### src/rtl/jt12_timer_ab.sv
// OPN timer pair: 10-bit Timer A counting sample ticks and 8-bit Timer B
// counting sample ticks divided by a further /16. Both timers reload from
// their value registers on a load_x rising edge or on overflow. Overflows set
// sticky status flags, drive an active-low IRQ, and Timer A also emits a
// one-clk overflow strobe for CSM key-on.
//
// Signalling: there is no valid/ready handshake here. clk_en is a qualifier
// that is sampled on every clk edge, and each high cycle counts as one
// pulse. ovf_A is a one-clk strobe with no back-pressure. clr_flag_x are
// one-clk strobes that the block samples unconditionally.
module jt12_timer_ab #(
    parameter int SAMPLE_DIV = 24,
    parameter int B_DIV      = 16,
    parameter int A_W        = 10,
    parameter int B_W        = 8
) (
    input  logic           clk,
    input  logic           rst_n,
    input  logic           clk_en,
    input  logic [A_W-1:0] value_A,
    input  logic [B_W-1:0] value_B,
    input  logic           load_A,
    input  logic           load_B,
    input  logic           flag_en_A,
    input  logic           flag_en_B,
    input  logic           clr_flag_A,
    input  logic           clr_flag_B,
    output logic           flag_A,
    output logic           flag_B,
    output logic           ovf_A,
    output logic           irq_n
);

    localparam int SW = (SAMPLE_DIV > 1) ? $clog2(SAMPLE_DIV) : 1;
    localparam int PW = (B_DIV > 1) ? $clog2(B_DIV) : 1;

    logic [SW-1:0]  div_s;
    logic [PW-1:0]  div_b;
    logic [A_W-1:0] cnt_A;
    logic [B_W-1:0] cnt_B;
    logic           load_A_l;
    logic           load_B_l;

    logic tick_s;
    logic tick_b;
    logic ld_edge_A;
    logic ld_edge_B;
    logic ovf_now_A;
    logic ovf_now_B;

    // Tick and overflow qualifiers. A load edge takes priority over a tick,
    // so a tick that coincides with a load edge is not counted.
    always_comb begin
        tick_s    = clk_en && (div_s == SW'(SAMPLE_DIV - 1));
        tick_b    = tick_s && (div_b == PW'(B_DIV - 1));
        ld_edge_A = load_A && !load_A_l;
        ld_edge_B = load_B && !load_B_l;
        ovf_now_A = !ld_edge_A && load_A && tick_s && (cnt_A == {A_W{1'b1}});
        ovf_now_B = !ld_edge_B && load_B && tick_b && (cnt_B == {B_W{1'b1}});
    end

    // Free-running prescalers. They are never touched by the load controls,
    // so the tick phase survives reloads.
    always_ff @(posedge clk or negedge rst_n) begin
        if (!rst_n) begin
            div_s <= '0;
            div_b <= '0;
        end else if (clk_en) begin
            div_s <= tick_s ? '0 : div_s + SW'(1);
            if (tick_s)
                div_b <= tick_b ? '0 : div_b + PW'(1);
        end
    end

    // Registered previous load levels for rising-edge detection.
    always_ff @(posedge clk or negedge rst_n) begin
        if (!rst_n) begin
            load_A_l <= 1'b0;
            load_B_l <= 1'b0;
        end else begin
            load_A_l <= load_A;
            load_B_l <= load_B;
        end
    end

    // Timer A counter: reload on load edge or overflow, count up on tick.
    always_ff @(posedge clk or negedge rst_n) begin
        if (!rst_n) begin
            cnt_A <= '0;
        end else if (ld_edge_A || ovf_now_A) begin
            cnt_A <= value_A;
        end else if (load_A && tick_s) begin
            cnt_A <= cnt_A + A_W'(1);
        end
    end

    // Timer B counter: same rules as Timer A, but clocked by tick_b.
    always_ff @(posedge clk or negedge rst_n) begin
        if (!rst_n) begin
            cnt_B <= '0;
        end else if (ld_edge_B || ovf_now_B) begin
            cnt_B <= value_B;
        end else if (load_B && tick_b) begin
            cnt_B <= cnt_B + B_W'(1);
        end
    end

    // Sticky flags: set wins over clear. ovf_A strobes on every A overflow.
    always_ff @(posedge clk or negedge rst_n) begin
        if (!rst_n) begin
            flag_A <= 1'b0;
            flag_B <= 1'b0;
            ovf_A  <= 1'b0;
        end else begin
            ovf_A <= ovf_now_A;
            if (ovf_now_A && flag_en_A)
                flag_A <= 1'b1;
            else if (clr_flag_A)
                flag_A <= 1'b0;
            if (ovf_now_B && flag_en_B)
                flag_B <= 1'b1;
            else if (clr_flag_B)
                flag_B <= 1'b0;
        end
    end

    // IRQ follows the registered flags one clk later.
    always_ff @(posedge clk or negedge rst_n) begin
        if (!rst_n)
            irq_n <= 1'b1;
        else
            irq_n <= !(flag_A || flag_B);
    end

endmodule
### config.mk
export PLATFORM = sky130hd
export DESIGN_NAME = jt12_timer_ab
export DESIGN_NICKNAME = d
export VERILOG_FILES = /design/src/rtl/jt12_timer_ab.sv
export SDC_FILE = /design/constraint.sdc
export NUM_CORES = 1
export LEC_CHECK = 0
export ABC_AREA = 1
export BUFFER_PORTS_ARGS = -buffer_cell sky130_fd_sc_hd__buf_2
export CORE_ASPECT_RATIO = 0.7
export CORE_UTILIZATION = 61
export CTS_BUF_LIST = sky130_fd_sc_hd__clkbuf_16
export DETAILED_ROUTE_END_ITERATION = 6
export PLACE_DENSITY = 0.84
export SYNTH_ARGS = -nofsm -noshare
export SYNTH_HDL_FRONTEND = slang
export SYNTH_SLANG_ARGS = --single-unit
### constraint.sdc
create_clock -name clk -period 4.5 [get_ports clk]
set_clock_uncertainty 0.05 [all_clocks]
set_input_delay 0.225 -clock clk [delete_from_list [all_inputs] [get_ports clk]]
set_output_delay 0.225 -clock clk [all_outputs]
set_load 0.01 [all_outputs]
==> metrics.txt, run 1 <==
initial antenna violation count 0; die height 50.31 µm; Synth Instances 277; Power Internal 0.6653 mW; Root Buffer clkbuf_16; drt total wl 4.221 mm; drt initial violations 131; failing checks DRC; # DRC 1; top_reg_cell synth dfrtp_1; worst skew pair latency 0.28 ns; GR met1 Demand/Resource 0.3977; period utilization 0.3849; GP Congestion 0.8806; pwr dens 421.9 nW/µm²; Area Growth Syn to Fin 16.74%; Final Non-Filler Cells 353; Yosys reg bits 33; Worst path max stage delay 0.40 ns; Crit-path slowest cell dfrtp_1; num ports 31; Slew Viols, Final 0; Leak 1.326 nW; Synth Cell Area 2033 µm²; r2r worst-path depth 9; endpoint class of the critical path flip-flop; Cells after DPL 344; die footprint 3572 µm²; reg2reg start div_s[0]; reg2reg end cnt_A[0]; GR Util met3 0.06426; CTS resizes 0; Worst Hold Class primary input to flip-flop; vias per cell 5.198; Num CTS Buffers 5; hold path cells 1; hold buffer count at CTS 1; Sw Share 0.3355; CP startpoint kind flip-flop; RSZ-0062 raised after global routing false; vias in the first global route 1688; Peak VDD IR 0.2822 mV; total clock sinks 33; Hold EP load_B_l; Comb power frac 0.243; Hold Path Origin load_B; status finished with violations; Max Fanout on Critical Path 10; Rows 17; Post-DRT Antenna Nets 0; Synth cell types 30; Die W 71.01 µm; post-route minimum period 1.732 ns; layout cells sized above 1 0.1778; Peak Freq 0.5774 GHz; Buf/Inv on CP 1; Finished Cell Area 2374 µm²; Fillers 241; Fin. Hold Viols 0; Max clock buf depth 2; met2 GRT Util 0.3942; Clock power frac 0.320; total congestion overflow 0; Clock transition at path regs 0.05 ns; WL/cell 11.96 µm; Async SR Flop Fraction 1.000; Mapped Nets 308; Post CTS Setup Buffer Count 0; Worst Tran Pin Value 0.7082 ns; Sequential Power Share 0.437; DP HPWL 3.096 mm; first-pass GRT wire length 7.417 mm; final net count 345; Initial Util 0.6415; Critical Path Stages 9; worst setup path category flip-flop to flip-flop; Crit path max-delay family simple AND/OR/NAND/NOR gates; Avg Cell Area, Syn 7.340 µm²; Vias 1835; core box area 3169 µm²; Max-cap violations 0; CTS tree done; yosys warns 0; Psw 0.3359 mW; Yosys top cell area share 0.3938; slew margin rel. 0.5279; ANT cells 0; Area after DPL 2226 µm²; H-tree levels 2; sequential share of the synthesized area 0.4068; crit-path cells ha_1 > nand2_1 > nor2_2 > nand3_2 > nor2_1 > nor2_2 > nand2_1 > o21ai_1 > inv_1; GRT Util Overall 0.2700; Synth area leaders dfrtp_1 (39%), nand2_1 (18%), nand3_1 (9.6%); global route hottest layer met1; drt first pass iters 6; reg-to-reg slack, setup 2.77 ns; Port Buf Inserts 30; Yosys top cell by area dfrtp_1; critical path arrival 1.85 ns; Critical Path RT 4.62 ns; Post-synth EDFFs 0; count of final setup violators 0; setup TNS 0 ns; largest net degree at the start of global routing 34
synth_stat cells, types with 2 or more instances:
library cell  count
a21oi_1           5
dfrtp_1          32
ha_1              4
nand3_1          39
xor2_1            6
nand2_1          95
nor3_1            2
nor2_2            5
nand3_2           4
nor2_1           13
inv_2             2
xnor2_1           4
nand4_1           6
inv_1            42
o21ai_0           3
worst reg2reg max path, stage by stage (launching register included):
cell,delay (ns)
dfrtp_1,0.40
ha_1,0.23
nand2_1,0.10
nor2_2,0.05
nand3_2,0.10
nor2_1,0.08
nor2_2,0.34
nand2_1,0.11
o21ai_1,0.09
inv_1,0.05
layout by cell type (no fill, tap or decap), drive strengths merged:
| cell | instances |
|---|---|
| a21oi | 5 |
| dfrtp | 32 |
| dlygate4sd3 | 1 |
| nand4 | 6 |
| nor2 | 19 |
| dfstp | 1 |
| o21bai | 1 |
| inv | 44 |
| o21ai | 6 |
| mux2 | 1 |
| nand2 | 97 |
| nor3 | 2 |
| o22ai | 1 |
| ha | 4 |
| clkbuf | 5 |
| nand3b | 1 |
| xnor2 | 4 |
| clkinv | 4 |
| xor2 | 6 |
| a31oi | 1 |
| buf | 30 |
| nand3 | 44 |
power groups by stage:
stage / Combinational [mW] / Sequential, mW / Clock [mW]
floorplan: 0.193 / 0.420 / 0
global placement: 0.232 / 0.438 / 0
detailed placement: 0.240 / 0.441 / 0
CTS: 0.243 / 0.437 / 0.324
global route: 0.283 / 0.447 / 0.335
finish: 0.243 / 0.438 / 0.320
state kept, by name, summed over array words and instances (netlist names), 4 cells and up:
| name | cells |
|---|---|
| cnt_B | 8 |
| div_b | 4 |
| cnt_A | 10 |
| div_s | 5 |
layout make-up:
class | instances | area (µm²) | area share
clock inverters | 3 | 12.51 | 0.005271
clock buffers | 5 | 125.1 | 0.05271
inverters | 45 | 168.9 | 0.07116
flip-flops and latches | 33 | 827.0 | 0.3484
repair buffers | 31 | 160.2 | 0.06748
well taps | 38 | 47.55 | 0.02003
multi-input cells | 198 | 1032 | 0.4349
stage by stage:
| step | power [mW] | hold WS (ns) | util | worst slack, ns |
|---|---|---|---|---|
| 3_3_place_gp | 0.6703 | 0.2807 | 0.7023 | 2.823 |
| 3_5_place_dp | 0.6808 | 0.2766 | 0.7023 | 2.801 |
| 6_report | 1.001 | 0.07740 | 0.7489 | 2.768 |
| 2_1_floorplan | 0.6129 | -0.1206 | - | 3.011 |
| 4_1_cts | 1.004 | 0.07840 | 0.7489 | 2.790 |
| 5_1_grt | 1.065 | 0.08715 | 0.7489 | 2.630 |
per-layer routing:
layer | wire length (µm) | vias up
li1 | - | 944
met1 | 2144 | 828
met2 | 1752 | 56
met3 | 275 | 7
met4 | 47 | 0
met5 | 0 | -
cells by family (layout without fill, tap and decap cells):
| group | after synthesis | count (layout) | synth area share |
|---|---|---|---|
| flip-flops | 33 | 33 | 0.4068 |
| multiplexers | 1 | 1 | 0.005538 |
| XOR/XNOR | 10 | 10 | 0.04307 |
| adder cells (fa/ha/maj) | 4 | 4 | 0.02462 |
| AO/OA/AOI/OAI | 14 | 14 | 0.04985 |
| buffers and inverters | 46 | 84 | 0.08554 |
| AND/OR/NAND/NOR | 169 | 169 | 0.3846 |
worst max path at each step:
stage	start	to	slack (ns)
6_report	div_s[0]	cnt_A[0]	2.77
5_1_grt	div_s[0]	cnt_B[2]	2.63
4_1_cts	div_s[0]	cnt_A[0]	2.79
3_5_place_dp	div_s[0]	cnt_A[0]	2.80
3_3_place_gp	cnt_A[0]	cnt_A[0]	2.82
2_1_floorplan	cnt_A[0]	cnt_A[9]	3.01
No activity file was read; power rests on OpenSTA's default activity.
==> run 2: changes to the inputs <==
CORE_UTILIZATION = 51   (was 61)
PLACE_DENSITY = 0.75   (was 0.84)
clock period = 1.4 ns   (was 4.5 ns; I/O delays follow)
==> run 2 against run 1 <==
  * The flow finishes with violations (setup timing)
  * First-iteration DRC count up 17%
  * Combinational power grew to 6.2 times the previous value
  * Utilization increased by 12 points
  * Global-route usage grew 3.7 points
  * Largest power group is now combinational logic
  * Maximum frequency grew 6.5%
  * Worst hold slack got worse by 0.048 ns
  * Register-to-register slack worse by 3.0 ns
  * Clock power rose to 3.3 times the previous value
  * Die area up 19%
  * Sequential power grew to 3.1 times the previous value
  * Critical endpoint is now cnt_A[9]
  * Largest cell class unchanged
  * Highest routed layer unchanged
  * Via count up 25%
==> metrics.txt, run 2 (synthesis results as in run 1) <==
status finished with violations (unchanged); failing checks setup timing (was DRC); DP HPWL 3.641 mm (was 3.096 mm); Initial Util 0.5539 (was 0.6415); Fin. Hold Viols 0 (unchanged); total clock sinks 33 (unchanged); commonest non-fill, non-tap cells in the layout nand2_1 (79), buf_4 (48), inv_1 (43) (was nand2_1 (95), inv_1 (42), nand3_1 (39)); Finished Cell Area 3192 µm² (was 2374 µm²); initial antenna violation count 0 (unchanged); Max Fanout on Critical Path 4 (was 10); endpoint class of the critical path flip-flop (unchanged); # DRC 0 (was 1); Final Non-Filler Cells 432 (was 353); Largest Register cnt_A (unchanged); largest net degree at the start of global routing 34 (unchanged); critical path arrival 1.75 ns (was 1.85 ns); drt total wl 6.527 mm (was 4.221 mm); Buf/Inv on CP 3 (was 1); layout cells sized above 1 0.3770 (was 0.1778); period utilization 1.161 (was 0.3849); worst setup path category flip-flop to flip-flop (unchanged); die footprint 4247 µm² (was 3572 µm²); Largest register FFs 10 (unchanged); slew margin rel. 0.7078 (was 0.5279); WL/cell 15.11 µm (was 11.96 µm); Cells after DPL 400 (was 344); Critical Path Stages 9 (unchanged); Peak Freq 0.6151 GHz (was 0.5774 GHz); ANT cells 0 (unchanged); Slew Viols, Final 0 (unchanged); worst skew pair latency 0.28 ns (about the same); Rows 18 (was 17); Root Buffer clkbuf_16 (unchanged); crit-path cells ha_4 > nand3_4 > nor2_8 > buf_12 > buf_6 > o21ai_4 > inv_1 > nand2_1 > nand2_1 (was ha_1 > nand2_1 > nor2_2 > nand3_2 > nor2_1 > nor2_2 > nand2_1 > o21ai_1 > inv_1); Area Growth Syn to Fin 56.98% (was 16.74%); pwr dens 1230 nW/µm² (was 421.9 nW/µm²); post-route minimum period 1.626 ns (was 1.732 ns); Max clock buf depth 2 (unchanged); core box area 3671 µm² (was 3169 µm²); Peak VDD IR 0.8843 mV (was 0.2822 mV); biggest regs cnt_A: 10 flops, cnt_B: 8 flops, div_s: 5 flops (unchanged); Port Buf Inserts 30 (unchanged); Worst Tran Pin Value 0.4383 ns (was 0.7082 ns); count of final setup violators 21 (was 0); Crit-path slowest cell dfrtp_1 (unchanged); CTS tree done (unchanged); Area after DPL 2629 µm² (was 2226 µm²); vias in the first global route 2075 (was 1688); Post-DRT Antenna Nets 0 (unchanged); GP Congestion 0.8355 (was 0.8806); CP startpoint kind flip-flop (unchanged); commonest non-fill, non-tap cell in the layout nand2_1 (unchanged); final setup slack of the worst path -0.2256 ns (was 2.768 ns); Die W 77.47 µm (was 71.01 µm); RSZ-0062 raised after global routing true (was false); hold path cells 5 (was 1); H-tree levels 2 (unchanged); r2r worst-path depth 9 (unchanged); num ports 31 (unchanged); Post-Place Worst Slack -0.1673 ns (was 2.801 ns); vias per cell 5.296 (was 5.198); CP most frequent cell nand2_1; Critical Path RT 1.52 ns (was 4.62 ns); setup TNS -3.375 ns (was 0 ns); final net count 412 (was 345); drt first pass iters 4 (was 6); Leak 1.732 nW (was 1.326 nW); Crit path max-delay family flip-flops (was simple AND/OR/NAND/NOR gates); Num CTS Buffers 5 (unchanged); Worst path max stage delay 0.41 ns (was 0.40 ns); Clock transition at path regs 0.06 ns (was 0.05 ns); die height 54.83 µm (was 50.31 µm); first-pass GRT wire length 9.522 mm (was 7.417 mm); Max-cap violations 0 (unchanged); total congestion overflow 0 (unchanged); drt initial violations 153 (was 131); GRT Util Overall 0.3070 (was 0.2700); Worst Hold Class primary input to flip-flop (unchanged); Vias 2288 (was 1835)
==> run 2: area by class of cell <==
class / count / area [µm²]
Multi-Input combinational cell: 199 / 1265
Clock buffer: 5 / 125.1
Tap cell: 50 / 62.56
Inverter: 45 / 171.4
Timing Repair Buffer: 97 / 726.9
Clock inverter: 3 / 13.76
Sequential cell: 33 / 827.0
Fill cell: 203 / 479.2
==> run 2: stage by stage <==
stage               utilization  total power [mW]  hold WS, ns
finish                   0.8695             3.924      0.02948
global route             0.8695             4.138      0.06418
CTS                      0.8391             3.731      0.03543
detailed placement       0.7161             2.558      0.07483
global placement         0.7161             2.509      0.07290
floorplan                     -             2.020      -0.2756
==> run 2: worst reg2reg max path: cells and delay by family, from the launching register on <==
kind            cells  cell delay [ns]
fa+ha+maj           1             0.20
compound gates      1             0.19
flops               1             0.41
buf+inv             3             0.35
simple gates        4             0.33
==> run 2: worst paths after layout <==
kind | start | end | slack (ns)
worst min-delay path | value_B[6] | cnt_B[6] | 0.03
worst max register to register | div_s[0] | cnt_A[9] | -0.23
worst max-delay path | div_s[0] | cnt_A[9] | -0.23
max in group asynchronous | rst_n | irq_n | 0.65
min in group asynchronous | rst_n | div_b[1] | 0.29
worst min register to register | flag_B | irq_n | 0.39
==> run 2: metal layers <==
layer / GRT usage / vias to the layer above / share of wire
met1: 0.3829 / 1098 / 0.43
li1: - / 1083 / -
met2: 0.5324 / 92 / 0.49
met5: 0 / - / 0
met4: 0.1415 / 0 / 0.019
met3: 0.05833 / 15 / 0.060
==> run 2: what timing repair did <==
action                                  CTS  global route
endpoints found under the setup margin   20            24
hold buffers                             15             0
pin swaps                                27            15
gates cloned                              0             1
endpoints found under the hold margin    44             0
buffers inserted                          6             2
gates resized for setup                  24            21
==> run 2: power breakdown <==
part | switching, mW | internal (mW) | leakage [nW]
sequential | 0.192 | 1.17 | 0.407
combinational | 0.792 | 0.708 | 1.25
clock | 0.413 | 0.645 | 0.0748
total | 1.40 | 2.53 | 1.73
==> run 3: changes to the inputs <==
REMOVE_ABC_BUFFERS = 1   (was default)
==> run 3 against run 2 <==
  * The run still ends with setup timing left
  * Design area grew 1.4%
  * Via count increased by 9.9%
  * Sequential cell count did not move
  * Sequential share of layout area fell by 0.36 points
  * Setup slack worse by 0.071 ns
  * Maximum frequency shrank 4.2%
  * First-iteration DRC count is 86% higher
  * Cell count rose by 0.46%
  * Count of clock-buffer cells in the layout unchanged
  * Global-route usage up 1.2 points
  * Critical path type unchanged
==> metrics.txt, run 3 (synthesis results as in run 1) <==
status finished with violations (unchanged); failing checks setup timing (unchanged); Root Buffer clkbuf_16 (unchanged); Peak VDD IR 0.9674 mV (was 0.8843 mV); Worst Tran Pin Value 0.4297 ns (was 0.4383 ns); Max clock buf depth 2 (unchanged); H-tree levels 2 (unchanged); Cells after DPL 401 (was 400); Vias 2515 (was 2288); Fillers 170 (was 203); total congestion overflow 0 (unchanged); worst setup path category flip-flop to flip-flop (unchanged); # DRC 0 (unchanged); commonest non-fill, non-tap cells in the layout nand2_1 (83), buf_4 (46), inv_1 (42) (was nand2_1 (79), buf_4 (48), inv_1 (43)); global route hottest layer met2 (unchanged); die height 54.83 µm (unchanged); Post-DRT Antenna Nets 0 (unchanged); first-pass GRT wire length 9.873 mm (was 9.522 mm); total clock sinks 33 (unchanged); GR met1 Demand/Resource 0.3882 (was 0.3829); CTS tree done (unchanged); GR Util met3 0.05833 (unchanged); Area Growth Syn to Fin 59.20% (was 56.98%); Fin. Hold Viols 0 (unchanged); largest net degree at the start of global routing 34 (unchanged); period utilization 1.212 (was 1.161); pwr dens 1258 nW/µm² (was 1230 nW/µm²); drt initial violations 285 (was 153); drt first pass iters 6 (was 4); Slew Viols, Final 0 (unchanged); Num CTS Buffers 5 (unchanged); critical path arrival 1.86 ns (was 1.75 ns); drt total wl 7.655 mm (was 6.527 mm); Design Power 4.071 mW (was 3.924 mW); vias per cell 5.795 (was 5.296); Largest register FFs 10 (unchanged); GRT Util Overall 0.3191 (was 0.3070); ANT cells 0 (unchanged); post-route minimum period 1.697 ns (was 1.626 ns); Max Fanout on Critical Path 4 (unchanged); Clock transition at path regs 0.05 ns (was 0.06 ns); initial antenna violation count 0 (unchanged); DP HPWL 3.683 mm (was 3.641 mm); Final Non-Filler Cells 434 (was 432); Rows 18 (unchanged); Worst Hold Class primary input to flip-flop (unchanged); Initial Util 0.5539 (unchanged); met2 GRT Util 0.5796 (was 0.5324); RSZ-0062 raised after global routing true (unchanged); Largest Register cnt_A (unchanged); Reg area 827.0 µm² (unchanged); endpoint class of the critical path flip-flop (unchanged); vias in the first global route 2120 (was 2075); GP Congestion 0.8997 (was 0.8355); final setup slack of the worst path -0.2971 ns (was -0.2256 ns); slew margin rel. 0.7135 (was 0.7078); Worst path max stage delay 0.40 ns (was 0.41 ns); Leak 1.731 nW (was 1.732 nW); Post-Place Worst Slack -0.2155 ns (was -0.1673 ns); CP startpoint kind flip-flop (unchanged); WL/cell 17.64 µm (was 15.11 µm); Max-cap violations 0 (unchanged); num ports 31 (unchanged); Die W 77.47 µm (unchanged); Final Hold Slack 0.03125 ns (was 0.02948 ns); Final Util 0.8817 (was 0.8695); commonest non-fill, non-tap cell in the layout nand2_1 (unchanged); crit-path cells ha_4 > nand2_2 > nor2_4 > nand2_2 > nor2_4 > nand3_2 > nand3_1 > nand3_1 > nand2_1 (was ha_4 > nand3_4 > nor2_8 > buf_12 > buf_6 > o21ai_4 > inv_1 > nand2_1 > nand2_1); Port Buf Inserts 30 (unchanged); layout cells sized above 1 0.3854 (was 0.3770); biggest regs cnt_A: 10 flops, cnt_B: 8 flops, div_s: 5 flops (unchanged); Critical Path RT 1.56 ns (was 1.52 ns); final net count 414 (was 412); Crit-path slowest cell dfrtp_1 (unchanged); core box area 3671 µm² (unchanged); Peak Freq 0.5892 GHz (was 0.6151 GHz); count of final setup violators 25 (was 21); multi-input logic area 1286 µm² (was 1265 µm²); worst skew pair latency 0.28 ns (about the same); die footprint 4247 µm² (unchanged)
-- run 3: cell types whose count changed in the layout (fill, tap and decap cells not counted), sizes merged --
cell,previous run,this run
inv,45,46
buf,82,84
clkinv,3,2
-- run 3: through the flow --
step | instance area [µm²] | TNS [ns]
after floorplan | 2028 | -1.122
after CTS | 3018 | -2.766
final | 3237 | -4.868
after global placement | 2604 | -1.995
after detailed placement | 2604 | -2.867
after global routing | 3237 | -6.250
-- run 3: area by class of cell --
class,instances,share of cell area
clock buffers,5,0.03865
inverters,45,0.05296
repair buffers,99,0.2327
well taps,50,0.01933
flip-flops and latches,33,0.2555
clock inverters,3,0.003479
multi-input cells,199,0.3974
-- run 3: where the power goes --
group          total (mW)  switching (mW)  internal (mW)
logic                1.63           0.873          0.755
registers            1.39           0.214           1.17
clock network        1.06           0.416          0.640
-- run 3: final timing paths --
check                      endpoint        from  slack, ns  depth (start not counted)
max reg2reg                cnt_B[2]    div_s[0]      -0.30                          9
max                        cnt_B[2]    div_s[0]      -0.30                          9
max in group asynchronous     irq_n       rst_n       0.67                          3
min                        cnt_B[4]  value_B[4]       0.03                          5
min reg2reg                   irq_n      flag_B       0.39                          1
min in group asynchronous  cnt_A[8]       rst_n       0.30                          3
-- run 3: repair_timing --
action / CTS / global route
gates cloned: 0 / 1
endpoints found under the hold margin: 44 / 0
buffers inserted: 4 / 6
gates resized for setup: 24 / 39
endpoints found under the setup margin: 21 / 25
hold buffers: 15 / 0
pin swaps: 15 / 26
-- run 3: worst max-delay path, delay by kind of cell (launching register included) --
kind | cells | cell delay (ns)
adder cells (fa/ha/maj) | 1 | 0.17
flip-flops | 1 | 0.40
AND/OR/NAND/NOR | 8 | 0.99
-- run 3: metal layers --
metal  up-vias  routed length [µm]
met4         0                 333
li1       1089                   -
met2       199                3699
met3        58                 827
met1      1169                2794
met5         -                   0
